$ cat src/rtl/dram_pkg.sv
// Shared types and address-field layout for the DRAM command scheduler.
// The command encoding is visible on the cmd port, so its values are fixed.
package dram_pkg;

  typedef enum logic [2:0] {
    NOP = 3'd0,
    ACT = 3'd1,
    RD  = 3'd2,
    WR  = 3'd3,
    PRE = 3'd4,
    REF = 3'd5
  } dram_cmd_t;

  typedef enum logic [3:0] {
    POWER_UP  = 4'd0,
    IDLE      = 4'd1,
    ACTIVATE  = 4'd2,
    ACT_WAIT  = 4'd3,
    READ      = 4'd4,
    RD_WAIT   = 4'd5,
    WRITE     = 4'd6,
    WR_WAIT   = 4'd7,
    PRECHARGE = 4'd8,
    PRE_WAIT  = 4'd9,
    REFRESH   = 4'd10,
    REF_WAIT  = 4'd11
  } dram_state_t;

  localparam int BANK_W   = 2;
  localparam int ROW_W    = 15;
  localparam int COL_W    = 10;
  localparam int BANK_OFF = 12;
  localparam int ROW_OFF  = 14;
  localparam int COL_OFF  = 2;

  // Command driven during the single cycle spent in a command state.
  function automatic dram_cmd_t state_cmd(input dram_state_t s);
    case (s)
      ACTIVATE:  return ACT;
      READ:      return RD;
      WRITE:     return WR;
      PRECHARGE: return PRE;
      REFRESH:   return REF;
      default:   return NOP;
    endcase
  endfunction

endpackage

$ cat src/rtl/dram_timer.sv
// Down-counter shared by all wait phases: load the wait length, count to zero,
// and flag the last wait cycle.
module dram_timer #(
  parameter int W = 5
) (
  input  logic         clk,
  input  logic         rst_n,
  input  logic         load,
  input  logic [W-1:0] load_val,
  output logic         done
);

  logic [W-1:0] cnt;

  always_ff @(posedge clk or negedge rst_n) begin
    if (!rst_n)            cnt <= '0;
    else if (load)         cnt <= load_val;
    else if (cnt != '0)    cnt <= cnt - 1'b1;
  end

  assign done = (cnt == W'(1));

endmodule

$ cat src/rtl/dram_cmd_sched.sv
// Closed-page DRAM command scheduler: ACT / RD|WR / PRE per access, with
// periodic refresh served only from IDLE.
module dram_cmd_sched
  import dram_pkg::*;
#(
  parameter int unsigned tRCD  = 4,
  parameter int unsigned tCL   = 4,
  parameter int unsigned tWR   = 4,
  parameter int unsigned tRP   = 4,
  parameter int unsigned tRFC  = 16,
  parameter int unsigned tREFI = 200
) (
  input  logic              CLK,
  input  logic              nRST,
  input  logic              dREN,
  input  logic              dWEN,
  input  logic [31:0]       ram_addr,
  input  logic              init_done,
  output logic              init_req,
  output logic              ram_wait,
  output dram_cmd_t         cmd,
  output logic [BANK_W-1:0] bank,
  output logic [ROW_W-1:0]  row,
  output logic [COL_W-1:0]  col,
  output logic              tACT_done,
  output logic              tRD_done,
  output logic              tWR_done,
  output logic              tPRE_done,
  output logic              tREF_done,
  output logic              rf_req
);

  localparam int unsigned M1    = (tRCD > tCL) ? tRCD : tCL;
  localparam int unsigned M2    = (tWR > tRP) ? tWR : tRP;
  localparam int unsigned M3    = (M1 > M2) ? M1 : M2;
  localparam int unsigned T_MAX = (M3 > tRFC) ? M3 : tRFC;
  localparam int TW = $clog2(T_MAX) + 1;
  localparam int RW = $clog2(tREFI) + 1;

  // Loaded values are wait-cycle counts: the command cycle itself is not counted.
  localparam logic [TW-1:0] L_RCD = TW'(tRCD - 1);
  localparam logic [TW-1:0] L_CL  = TW'(tCL - 1);
  localparam logic [TW-1:0] L_WR  = TW'(tWR - 1);
  localparam logic [TW-1:0] L_RP  = TW'(tRP - 1);
  localparam logic [TW-1:0] L_RFC = TW'(tRFC - 1);

  dram_state_t   state, nxt;
  logic          we;
  logic          tload, tdone;
  logic [TW-1:0] lval;
  logic [RW-1:0] rcnt;
  logic          rexp;
  logic          unused_addr;

  assign unused_addr = ^{ram_addr[31:29], ram_addr[1:0]};

  dram_timer #(.W(TW)) u_timer (
    .clk      (CLK),
    .rst_n    (nRST),
    .load     (tload),
    .load_val (lval),
    .done     (tdone)
  );

  always_comb begin
    nxt   = state;
    tload = 1'b0;
    lval  = '0;
    case (state)
      POWER_UP: if (init_done) nxt = IDLE;
      IDLE: begin
        if (rf_req)            nxt = REFRESH;
        else if (dREN || dWEN) nxt = ACTIVATE;
      end
      ACTIVATE: begin
        tload = 1'b1;
        lval  = L_RCD;
        if (tRCD > 1) nxt = ACT_WAIT;
        else          nxt = we ? WRITE : READ;
      end
      ACT_WAIT: if (tdone) nxt = we ? WRITE : READ;
      READ: begin
        tload = 1'b1;
        lval  = L_CL;
        nxt   = (tCL > 1) ? RD_WAIT : PRECHARGE;
      end
      RD_WAIT: if (tdone) nxt = PRECHARGE;
      WRITE: begin
        tload = 1'b1;
        lval  = L_WR;
        nxt   = (tWR > 1) ? WR_WAIT : PRECHARGE;
      end
      WR_WAIT: if (tdone) nxt = PRECHARGE;
      PRECHARGE: begin
        tload = 1'b1;
        lval  = L_RP;
        nxt   = (tRP > 1) ? PRE_WAIT : IDLE;
      end
      PRE_WAIT: if (tdone) nxt = IDLE;
      REFRESH: begin
        tload = 1'b1;
        lval  = L_RFC;
        nxt   = (tRFC > 1) ? REF_WAIT : IDLE;
      end
      REF_WAIT: if (tdone) nxt = IDLE;
      default:  nxt = POWER_UP;
    endcase
  end

  // Outputs are registered from the next state so cmd lines up with its state.
  always_ff @(posedge CLK or negedge nRST) begin
    if (!nRST) begin
      state    <= POWER_UP;
      cmd      <= NOP;
      ram_wait <= 1'b1;
      init_req <= 1'b1;
      we       <= 1'b0;
      bank     <= '0;
      row      <= '0;
      col      <= '0;
    end else begin
      state    <= nxt;
      cmd      <= state_cmd(nxt);
      ram_wait <= (nxt != PRECHARGE);
      init_req <= (nxt == POWER_UP);
      if (state == IDLE && nxt == ACTIVATE) begin
        we   <= dWEN;
        bank <= ram_addr[BANK_OFF +: BANK_W];
        row  <= ram_addr[ROW_OFF +: ROW_W];
        col  <= ram_addr[COL_OFF +: COL_W];
      end
    end
  end

  assign rexp = (rcnt == RW'(tREFI - 1));

  // A fresh expiry wins over the clear, so at most one refresh is ever owed.
  always_ff @(posedge CLK or negedge nRST) begin
    if (!nRST) begin
      rcnt   <= '0;
      rf_req <= 1'b0;
    end else if (state == POWER_UP) begin
      rcnt   <= '0;
    end else begin
      rcnt <= rexp ? '0 : rcnt + 1'b1;
      if (rexp)                                rf_req <= 1'b1;
      else if (state == IDLE && nxt == REFRESH) rf_req <= 1'b0;
    end
  end

  assign tACT_done = tdone && (state == ACT_WAIT);
  assign tRD_done  = tdone && (state == RD_WAIT);
  assign tWR_done  = tdone && (state == WR_WAIT);
  assign tPRE_done = tdone && (state == PRE_WAIT);
  assign tREF_done = tdone && (state == REF_WAIT);

endmodule

$ cat config.mk
export PLATFORM = sky130hd
export DESIGN_NAME = dram_cmd_sched
export DESIGN_NICKNAME = d
export VERILOG_FILES = /design/src/rtl/dram_pkg.sv /design/src/rtl/dram_timer.sv /design/src/rtl/dram_cmd_sched.sv
export SDC_FILE = /design/constraint.sdc
export NUM_CORES = 1
export LEC_CHECK = 0
export CORE_MARGIN = 4
export CORE_UTILIZATION = 50
export CTS_CLUSTER_SIZE = 8
export DETAILED_ROUTE_END_ITERATION = 16
export HOLD_SLACK_MARGIN = 0.02
export PLACE_DENSITY_LB_ADDON = 0.25
export SLEW_MARGIN = 20
export SYNTH_ARGS = -nofsm -noshare
export SYNTH_HDL_FRONTEND = slang
export SYNTH_HIERARCHICAL = 1
export SYNTH_SLANG_ARGS = --single-unit
export TNS_END_PERCENT = 20
$ cat constraint.sdc
create_clock -name CLK -period 4.4 [get_ports CLK]
set_clock_uncertainty 0.1 [all_clocks]
set_input_delay 0.66 -clock CLK [delete_from_list [all_inputs] [get_ports CLK]]
set_output_delay 0.66 -clock CLK [all_outputs]
set_load 0.01 [all_outputs]
Yosys cells after proc, flatten, opt, wreduce, memory -nomap -nowiden:

Index checks and enable logic that the tools add are counted.

* flip-flop bits (word level): 52
* input port bits: 37
* output and inout bits: 38
* word-level logic and storage cells: 68

* add/subtract/negate cells: 2
* equality and inequality tests: 19
* mux-type cells: 17
* bitwise gates (word level): 1
* reductions and logical operators: 18

Operators by type and width (number)
* $pmux 4 s10: 1
* $eq 4x3->1 const B: 6
* $eq 4x4->1 const B: 6
* $mux 4: 6
* $mux 9: 2
* $pmux 3 s5: 1
* $eq 4x2->1 const B: 3
* $mux 5: 2
* $add 9x1->9 const B: 1
* $eq 9x8->1 const B: 1
* $logic_not 4->1: 2
* $pmux 4 s2: 1
* $logic_and 1x1->1: 7
* $eq 5x1->1 const B: 1
* $reduce_bool 5->1: 1
* $reduce_or 5->1: 1
* $sub 5x1->5 const B: 1
* $eq 4x1->1 const B: 1
* $ne 4x4->1 const B: 1
* $reduce_bool 2->1: 2
* $reduce_or 2->1: 2
* $reduce_or 4->1: 1
* $mux 1: 3
* $mux 2: 1
* 3 further kinds: 3

Logic depth before layout (Yosys ltp):

Gate-level depths: netlist of the first run.

* depth after elaboration: 8
* depth in mapped cells: 9
* depth with buffers taken out: 8

By module:

The synthesis of the first run kept the hierarchy.

Modules (own cells, without submodules)
* dram_cmd_sched: instances 1, cells each 154, area an instance 2095.8 µm², seq. area each 1178.6 µm²
* dram_timer: instances 1, cells each 29, area an instance 302.8 µm², seq. area each 125.1 µm²

Worst setup path after synthesis of the first run:

Ideal clock, no wire load.

* path type: register -> register
* start: register u_timer.cnt[1]
* end: register bank[1]
* setup time: 0.125 ns
* arrival time: 2.163 ns
* required time: 4.175 ns
* slack: 2.012 ns
* cell stages (with the launch flop): 10
* path buffers: 1
* period minus slack after synthesis: 2.388 ns
* path through: dfrtp_1 > inv_1 > ha_1 > nor4b_1 > nand2_1 > a22oi_1 > o22ai_4 > nand3_4 > buf_6 > mux2_4

* longest elaborated chain between the ends: 5
* elaborated cells between the ends (all ways): 7
* classes of those cells: 2 x eq/ne; 4 x mux; 1 x reduce/logical

RTL lines
* start: declaration: line dram_timer.sv:13 `logic [W-1:0] cnt;`
* start signal: assignment: line dram_timer.sv:17 `else if (load) cnt <= load_val;`
* start signal: assignment: line dram_timer.sv:18 `else if (cnt != '0) cnt <= cnt - 1'b1;`
* $eq 5x1->1 *: line dram_timer.sv:21 `assign done = (cnt == W'(1));`
* named net tdone: line dram_cmd_sched.sv:49 `logic tload, tdone;`
* $mux 4, on equally long branches
* $pmux 4 s10 *: line dram_cmd_sched.sv:69 `case (state)`
* named net nxt[1]: line dram_cmd_sched.sv:47 `dram_state_t state, nxt;`
* $eq 4x2->1 *: line dram_cmd_sched.sv:126 `if (state == IDLE && nxt == ACTIVATE) begin`
* $logic_and 1x1->1 *: line dram_cmd_sched.sv:126
* end signal: assignment: line dram_cmd_sched.sv:128 `bank <= ram_addr[BANK_OFF +: BANK_W];`
* end: declaration: line dram_cmd_sched.sv:22 `output logic [BANK_W-1:0] bank,`

The timed path passes the listed nets; every way through them passes the cells marked *.
A chain may end at the register's enable or synchronous reset.

Worst setup path in the final report of the first run:

* start: register u_timer.cnt[1]
* end: output port tACT_done

* longest elaborated chain between the ends: 2

RTL lines
* $eq 5x1->1: line dram_timer.sv:21
* named net tdone: line dram_cmd_sched.sv:49
* $logic_and 1x1->1: line dram_cmd_sched.sv:151 `assign tACT_done = tdone && (state == ACT_WAIT);`
* end: declaration: line dram_cmd_sched.sv:25 `output logic tACT_done,`

The timed path passes the listed nets, and every way through them passes these cells.

==> impl_metrics.yaml, run 1 <==
outcome:
  status: "completed"
clocking:
  cts_setup_buffers: 0
  htree_levels: 2
  cts_tree: "built"
  cts-hold-fix-buffers: 0
  cts_sinks: 52
  clk_latency_ns: 0.30
  numCtsBuffers: 5
  cts_resized: 0
  cts_buffer_depth: 2
  path_clk_slew_ns: 0.09
  clockRootBuffer: "clkbuf_8"
critical_path:
  crit_fanout: 5
  cp-start-kind: "flip-flop"
  endpoint_kind: "output pin"
  cp_data_arrival_time_ns: 2.64
  crit_required_ns: 3.64
  critPathKind: "reg2out"
drt:
  drt.antenna.violating_nets: 0
  via_per_inst: 5.26
  first_pass_iters: 4
  wirelength_microns: 4590
  post-route-drc-count: 0
  drt_iter0_drc: 76
  post_drt_wl_per_cell_microns: 15.0
  vias: 1609
finish:
  fin_nets: 293
  drive_gt1_share_pct: 19.7
  areaGrowthSynthToFinish_pct: 32.7
  mostFrequentLayoutCell: "clkdlybuf4s50_1"
  mostFrequentLayoutCells: "68 x clkdlybuf4s50_1, 50 x dfrtp_1, 20 x mux2_4"
  fill_cells: 333
  n_antenna_cell: 0
grt:
  grt_pass1_vias: 1602
  grt_overflow_total: 0
  grt_usage_pct: 16.4
  grt_pass1_wl_microns: 7730
  grt_start_max_net_pins: 53
  grt_antenna_before_repair: 0
timing:
  fin_crit_ns: 3.40
  finalSetupViolations: 0
  tns_ns: 0
  relSlewSlack_pct: 30.8
  max_slew.worst_pin.slew_ns: 1.03
  report.final.hold_viol_count: 0
  max_freq_ghz: 0.294
  slew_viol_final: 0
  fin_crit_sh_pct: 77.3
  rsz0062_at_grt: "no"
  whs_ns: 0.353
pwr:
  leakage_nw: 1.41
  power.density_nw_per_um2: 725
  seqPwrFrac_pct: 37.9
  swShare_pct: 34.0
  combPwrFrac_pct: 50.3
  p_clk_share_pct: 11.8
  p_sw_uw: 785
  p_int_mw: 1.52
  ir_drop_mv: 0.433
floorplan:
  fp-row-count: 24
  die_height_microns: 77.3
  core_sq_um: 4500
  die_x_microns: 77.3
  design.die.area_sq_um: 5970
  ios: 75
  initial_utilization_pct: 53.2
logic_synthesis:
  synth_cells: 183
  synth_top_area_cell: "dfrtp_1"
  ys_ff_latch: 52
  synth.avg_cell_area_sq_um: 13.1
  synth_area_sq_um: 2400
  synth_cell_types: 43
  synth_top_cell_area_share_pct: 52.2
  ys_seq_area_share_pct: 54.4
  ys_warn_count: 6
  synth_nets: 223
  synth.area.top_cells: "dfrtp_1 52%, mux2_4 13%, mux2_2 4.7%"
run:
  drv_cap: 0
place:
  gp_congestion: 0.814
  portBuffers: 69
  dpl.hpwl_microns: 3410
min_path:
  hold_path.class: "in2async"
==> area by class of cell <==
type	instances	area, sq um	share of cell area, %
well taps	52	65.1	2.04
inverters	6	22.5	0.708
flip-flops and latches	52	1300	41.0
repair buffers	70	693	21.8
clock inverters	2	10.0	0.315
clock buffers	6	82.6	2.60
multi-input cells	118	1000	31.6
==> final timing paths <==
kind                       slack [ns]            from        endpoint  depth (start not counted)
setup / recovery                 1.00  u_timer/cnt[1]       tACT_done                          7
max in group asynchronous        3.41            nRST         bank[0]                          2
setup reg to reg                 1.50  u_timer/cnt[1]          row[5]                          8
min in group CLK                 0.35         rcnt[0]         rcnt[0]                          1
hold reg to reg                  0.35         rcnt[0]         rcnt[0]                          1
hold / removal                   0.35            nRST  u_timer/cnt[2]                          2
==> kinds of logic (layout without fill, tap and decap cells) <==
group | count (synthesis) | in the layout | synth area share, %
xor+xnor | 9 | 9 | 3.29
buf+inv | 13 | 84 | 3.76
simple gates | 53 | 53 | 12.5
flops | 52 | 52 | 54.4
compound gates | 20 | 20 | 6.31
other cells | 1 | 1 | 0.156
fa+ha+maj | 3 | 3 | 1.57
mux | 32 | 32 | 18.0
==> per-stage QoR <==
step | power, mW | area [sq um] | setup WS, ns | util (%) | cells
2_1_floorplan | 1.65 | 2400 | 2.01 | - | 183
3_3_place_gp | 2.02 | 3090 | 1.35 | 68.6 | 298
3_5_place_dp | 2.06 | 3090 | 1.34 | 68.6 | 298
4_1_cts | 2.34 | 3180 | 0.997 | 70.6 | 306
5_1_grt | 2.48 | 3180 | 0.762 | 70.6 | 306
6_report | 2.31 | 3180 | 1.00 | 70.6 | 306
==> state kept, by name, summed over array words and instances (netlist names) <==
name	flops
bank	2
cmd	3
col	10
init_req	1
ram_wait	1
rcnt	9
rf_req	1
row	15
state	4
u_timer/cnt	5
we	1
==> layer usage <==
layer	routed length (microns)	global-route usage (%)	share of wire, %	up-vias
met4	53	5.34	1.2	0
met5	0	0	0	-
li1	-	-	-	772
met1	1890	20.5	41	781
met2	2340	26.9	51	49
met3	315	5.27	6.9	7
==> Yosys cell counts <==
cell type	count
dfrtp_1	50
mux2_4	20
nor2_1	17
mux2_2	10
nand2_1	8
nor3_1	7
inv_1	6
o21ai_0	6
xnor2_1	5
buf_6	4
nand3_1	4
xor2_1	4
a21oi_1	3
ha_1	3
nand2b_1	3
a22oi_1	2
and3_1	2
dfstp_2	2
mux2i_1	2
o31ai_1	2
a211oi_1	1
a21boi_0	1
and2_1	1
and2_2	1
buf_1	1
buf_2	1
clkbuf_8	1
conb_1	1
nand2_2	1
nand3_4	1
nand3b_1	1
nand4_1	1
nor2b_1	1
nor3_4	1
nor3b_1	1
nor4_1	1
nor4b_1	1
nor4b_4	1
o21ai_2	1
o21bai_1	1
o22ai_4	1
o41ai_1	1
o41ai_2	1
==> power by group through the flow <==
stage	Sequential [mW]	Combinational, mW	Clock (mW)
2_1_floorplan	0.894	0.755	0
4_1_cts	0.876	1.18	0.284
5_1_grt	0.908	1.27	0.303
6_report	0.876	1.16	0.273
3_5_place_dp	0.881	1.18	0
3_3_place_gp	0.872	1.15	0
==> critical path: stages (launching register included) <==
cell	delay [ns]
dfrtp_1	0.39
inv_1	0.09
ha_1	0.15
nor4b_1	0.56
and2_1	0.31
nand2_1	0.13
nor3_1	0.16
clkdlybuf4s50_1	0.56
Note: power is estimated with default switching activity, not from simulation.
==> run 2, diff against run 1 <==
Settings changed: CORE_UTILIZATION 50 to 46.
Clock period 4.4 ns to 3.47 ns, I/O delays scaled along.
==> run 2 against run 1 <==
Compared with the run above:
- clock power is 28% higher
- sequential cell count stayed put
- routed wire length is 2.2% lower
- non-clock buffer count is 1 higher
- largest power group unchanged
- power is 27% higher
- largest cell class unchanged
- count of clock-buffer cells in the layout is 1 higher
==> impl_metrics.yaml, run 2 (same netlist as run 1, synthesis figures left out) <==
floorplan:
  die_x_microns: 80.2
  ios: 75
  core_sq_um: 5070
  fp-row-count: 26
  design.die.area_sq_um: 6430
  die_height_microns: 80.2
  initial_utilization_pct: 47.3
grt:
  grt_overflow_total: 0
  grt_pass1_wl_microns: 7560
  grt_usage_pct: 15.0
  grt_pass1_vias: 1582
  grt_start_max_net_pins: 33
  grt_antenna_before_repair: 0
critical_path:
  crit_required_ns: 2.85
  r2r_end: "row[0]"
  crit_fanout: 5
  endpoint_kind: "output pin"
  cp_data_arrival_time_ns: 2.59
  reg2regPathDepth: 8
  critPathKind: "reg2out"
  cp-start-kind: "flip-flop"
  worstReg2RegStart: "u_timer/cnt[1]"
  rrSetupSlack_ns: 0.62
timing:
  whs_ns: 0.154
  max_freq_ghz: 0.312
  rsz0062_at_grt: "no"
  relSlewSlack_pct: 41.1
  finalSetupViolations: 0
  report.final.hold_viol_count: 0
  fin_crit_ns: 3.21
  slew_viol_final: 0
  max_slew.worst_pin.slew_ns: 0.874
  fin_crit_sh_pct: 92.4
  tns_ns: 0
drt:
  vias: 1605
  via_per_inst: 4.94
  post_drt_wl_per_cell_microns: 13.8
  first_pass_iters: 3
  drt_iter0_drc: 84
  drt.antenna.violating_nets: 0
  wirelength_microns: 4490
  post-route-drc-count: 0
finish:
  final_design_area_no_fill_sq_um: 3210
  largest_reg_flops: 15
  areaGrowthSynthToFinish_pct: 34.0
  drive_gt1_share_pct: 19.6
  layout.cells.non_filler: 325
  mostFrequentLayoutCells: "68 x clkdlybuf4s50_1, 50 x dfrtp_1, 20 x mux2_4"
  fin_nets: 294
  reg_top3: "row (15), col (10), rcnt (9)"
  mostFrequentLayoutCell: "clkdlybuf4s50_1"
  n_antenna_cell: 0
  top_register: "row"
min_path:
  hold_path.class: "in2async"
place:
  portBuffers: 69
  gp_congestion: 0.769
  dp.cells: 317
  placed_cell_area_sq_um: 3120
  dpl.hpwl_microns: 3270
clocking:
  clk_latency_ns: 0.30
  clockRootBuffer: "clkbuf_8"
  cts_resized: 0
  cts_tree: "built"
  htree_levels: 2
  cts_buffer_depth: 2
  cts-hold-fix-buffers: 0
  cts_setup_buffers: 0
  cts_sinks: 52
  path_clk_slew_ns: 0.09
  numCtsBuffers: 5
pwr:
  power.density_nw_per_um2: 910
  p_total_mw: 2.92
  leakage_nw: 1.41
  ir_drop_mv: 0.413
run:
  drv_cap: 0
outcome:
  status: "completed"
## run 2: changes by cell type in the layout (fill, tap and decap cells not counted)
cell / previous run / this run
clkbuf_1: 0 / 1
clkinvlp_4: 0 / 1
buf_4: 1 / 2
clkinv_2: 2 / 0
## run 2: worst max-delay path, stage by stage, from the launching register on
cell             delay (ns)
dfrtp_1                0.38
inv_1                  0.10
ha_1                   0.15
nor4b_1                0.49
and2_1                 0.30
nand2_1                0.13
nor3_1                 0.16
clkdlybuf4s50_1        0.56
## run 2: where the power goes
group / internal [mW] / leakage, nW / switching, mW
clock network: 0.162 / 0.0445 / 0.187
registers: 0.882 / 0.633 / 0.225
logic: 0.896 / 0.735 / 0.570
total: 1.94 / 1.41 / 0.983
## run 2: cell type report
| cell class | count | area (sq um) |
|---|---|---|
| Tap cell | 70 | 87.6 |
| Clock inverter | 1 | 7.51 |
| Inverter | 6 | 22.5 |
| Sequential cell | 52 | 1300 |
| Fill cell | 435 | 1860 |
| Clock buffer | 7 | 86.3 |
| Timing Repair Buffer | 71 | 701 |
| Multi-Input combinational cell | 118 | 1000 |
## run 2: metrics by stage
step                      setup slack [ns]  util [%]
after floorplan                       1.08         -
after global placement               0.629      61.5
after detailed placement             0.568      61.5
after CTS                            0.232      63.3
after global routing                0.0598      63.3
final                                0.263      63.3
## run 2: layer usage
layer,global-route usage (%),vias up,part of all wire (%)
li1,-,772,-
met1,21.1,792,46
met2,22.8,38,48
met3,4.60,3,5.5
met4,3.55,0,0.56
met5,0,-,0
## run 2: worst max path at each step
stage	from	to	slack, ns	depth (start not counted)
2_1_floorplan	u_timer/cnt[1]	bank[1]	1.08	9
3_3_place_gp	u_timer/cnt[1]	tACT_done	0.63	7
3_5_place_dp	u_timer/cnt[1]	tACT_done	0.57	7
4_1_cts	u_timer/cnt[1]	tACT_done	0.23	7
5_1_grt	u_timer/cnt[1]	tACT_done	0.06	7
6_report	u_timer/cnt[1]	tACT_done	0.26	7
==> run 3, diff against run 2 <==
Settings changed: CELL_PAD_IN_SITES_DETAIL_PLACEMENT set to 2, CELL_PAD_IN_SITES_GLOBAL_PLACEMENT set to 2, CORE_UTILIZATION 46 to 30.
==> run 3 against run 2 <==
Compared with the run above:
- utilization decreased by 21 points
- global-route usage decreased by 1.9 points
- worst setup slack improved by 0.13 ns
- first-iteration DRC count decreased by 60%
- power increased by 5.1%
- non-clock buffer count increased by 2
- die area increased by 48%
- combinational power increased by 5%
- sequential share of layout area decreased by 1.0 points
- critical path type unchanged
- highest routed layer unchanged
==> impl_metrics.yaml, run 3 (same netlist as run 1, synthesis figures left out) <==
outcome:
  status: "completed"
grt:
  grt.met1_usage_pct: 16.3
  grt_usage_pct: 13.1
  grt_util_met2_pct: 22.0
  top_usage_layer: "met2"
  grt_overflow_total: 0
  grt_pass1_vias: 1886
  grt_start_max_net_pins: 33
  grt_pass1_wl_microns: 10000
  met3_usage_pct: 3.80
  grt_antenna_before_repair: 0
critical_path:
  worstPathCellList: "inv_1, ha_1, nor4b_1, buf_4, and2_1, nand2_1, nor3_1, clkdlybuf4s50_1"
  rrSetupSlack_ns: 0.86
  worstSetupStartpoint: "u_timer/cnt[1]"
  cp.depth: 8
  r2r_end: "col[6]"
  worstReg2RegStart: "u_timer/cnt[1]"
  crit_required_ns: 2.85
  critPathCapture: "tACT_done"
  crit_fanout: 5
  crit_buf_inv: 3
  critPathSlowestCell: "clkdlybuf4s50_1"
  endpoint_kind: "output pin"
  critPathKind: "reg2out"
  crit_family: "buffers and inverters"
  reg2regPathDepth: 10
  cp_data_arrival_time_ns: 2.45
  cp-start-kind: "flip-flop"
  slowest_delay_ns: 0.57
drt:
  via_per_inst: 4.57
  vias: 1640
  wirelength_microns: 5930
  first_pass_iters: 4
  post-route-drc-count: 0
  drt_iter0_drc: 34
  post_drt_wl_per_cell_microns: 16.5
  drt.antenna.violating_nets: 0
timing:
  relSlewSlack_pct: 41.2
  rsz0062_at_grt: "no"
  fin_crit_sh_pct: 88.6
  max_slew.worst_pin.slew_ns: 0.872
  tns_ns: 0
  whs_ns: 0.170
  report.final.hold_viol_count: 0
  slew_viol_final: 0
  fin_crit_ns: 3.07
  max_freq_ghz: 0.325
  finalSetupViolations: 0
floorplan:
  core_sq_um: 7770
  initial_utilization_pct: 30.9
  fp-row-count: 32
  die_x_microns: 97.4
  ios: 75
  design.die.area_sq_um: 9490
  die_height_microns: 97.4
clocking:
  cts_tree: "built"
  path_clk_slew_ns: 0.10
  cts_sinks: 52
  htree_levels: 2
  numCtsBuffers: 5
  cts_setup_buffers: 0
  cts_buffer_depth: 2
  cts_resized: 0
  clockRootBuffer: "clkbuf_8"
  clk_latency_ns: 0.30
  cts-hold-fix-buffers: 0
finish:
  final-seq-area_sq_um: 1300
  multi_input_area_sq_um: 1000
  drive_gt1_share_pct: 20.2
  mostFrequentLayoutCell: "clkdlybuf4s50_1"
  largest_reg_flops: 15
  fin_nets: 296
  n_antenna_cell: 0
  areaGrowthSynthToFinish_pct: 37.4
  mostFrequentLayoutCells: "68 x clkdlybuf4s50_1, 50 x dfrtp_1, 20 x mux2_4"
  reg_top3: "row (15), col (10), rcnt (9)"
  fill_cells: 810
  top_register: "row"
pwr:
  ir_drop_mv: 0.393
  power.density_nw_per_um2: 933
  combPwrFrac_pct: 50.2
  swShare_pct: 34.3
  seqPwrFrac_pct: 36.4
  p_clk_share_pct: 13.4
  p_total_mw: 3.07
  p_sw_mw: 1.06
  leakage_nw: 1.44
  p_int_mw: 2.02
place:
  dpl.hpwl_microns: 4510
  gp_congestion: 0.708
  portBuffers: 69
min_path:
  hold_path.class: "in2async"
run:
  drv_cap: 0
## run 3: cell count changes in the layout (fill, tap and decap cells not counted), sizes merged
cell,previous run,this run
clkbuf,7,6
bufinv,0,1
clkinvlp,1,0
buf,3,5
clkinv,0,1
## run 3: how the worst min path moves through the flow
stage	startpoint	to	slack [ns]	cells after the start
floorplan	nRST	bank[0]	0.12	0
global placement	rcnt[0]	rcnt[0]	0.35	1
detailed placement	rcnt[0]	rcnt[0]	0.36	1
CTS	nRST	col[0]	0.20	1
global route	nRST	col[0]	0.23	1
finish	nRST	col[0]	0.17	1
## run 3: area by class of cell
cell class	count	area share (%)
clock buffer	6	2.20
clock inverter	2	1.06
inverter	6	0.684
multi-input combinational	118	30.5
sequential	52	39.6
tap	102	3.87
timing repair buffer	73	22.1
## run 3: per-stage QoR
stage	worst slack (ns)	instances	area, sq um	util, %
2_1_floorplan	1.08	183	2400	-
3_3_place_gp	0.657	351	3190	41.0
3_5_place_dp	0.714	351	3190	41.0
4_1_cts	0.341	359	3290	42.4
5_1_grt	0.160	359	3290	42.4
6_report	0.397	359	3290	42.4
## run 3: power by group through the flow
stage          Clock, mW  Sequential (mW)  Combinational (mW)
2_1_floorplan          0             1.13               0.957
4_1_cts            0.433             1.12                1.58
5_1_grt            0.457             1.17                1.68
6_report           0.411             1.12                1.54
3_3_place_gp           0             1.11                1.53
3_5_place_dp           0             1.13                1.57
## run 3: layer usage
| metal | part of all wire (%) | wire length (microns) |
|---|---|---|
| met1 | 43 | 2560 |
| met2 | 52 | 3070 |
| met3 | 4.0 | 236 |
| met4 | 1.1 | 65 |
| met5 | 0 | 0 |
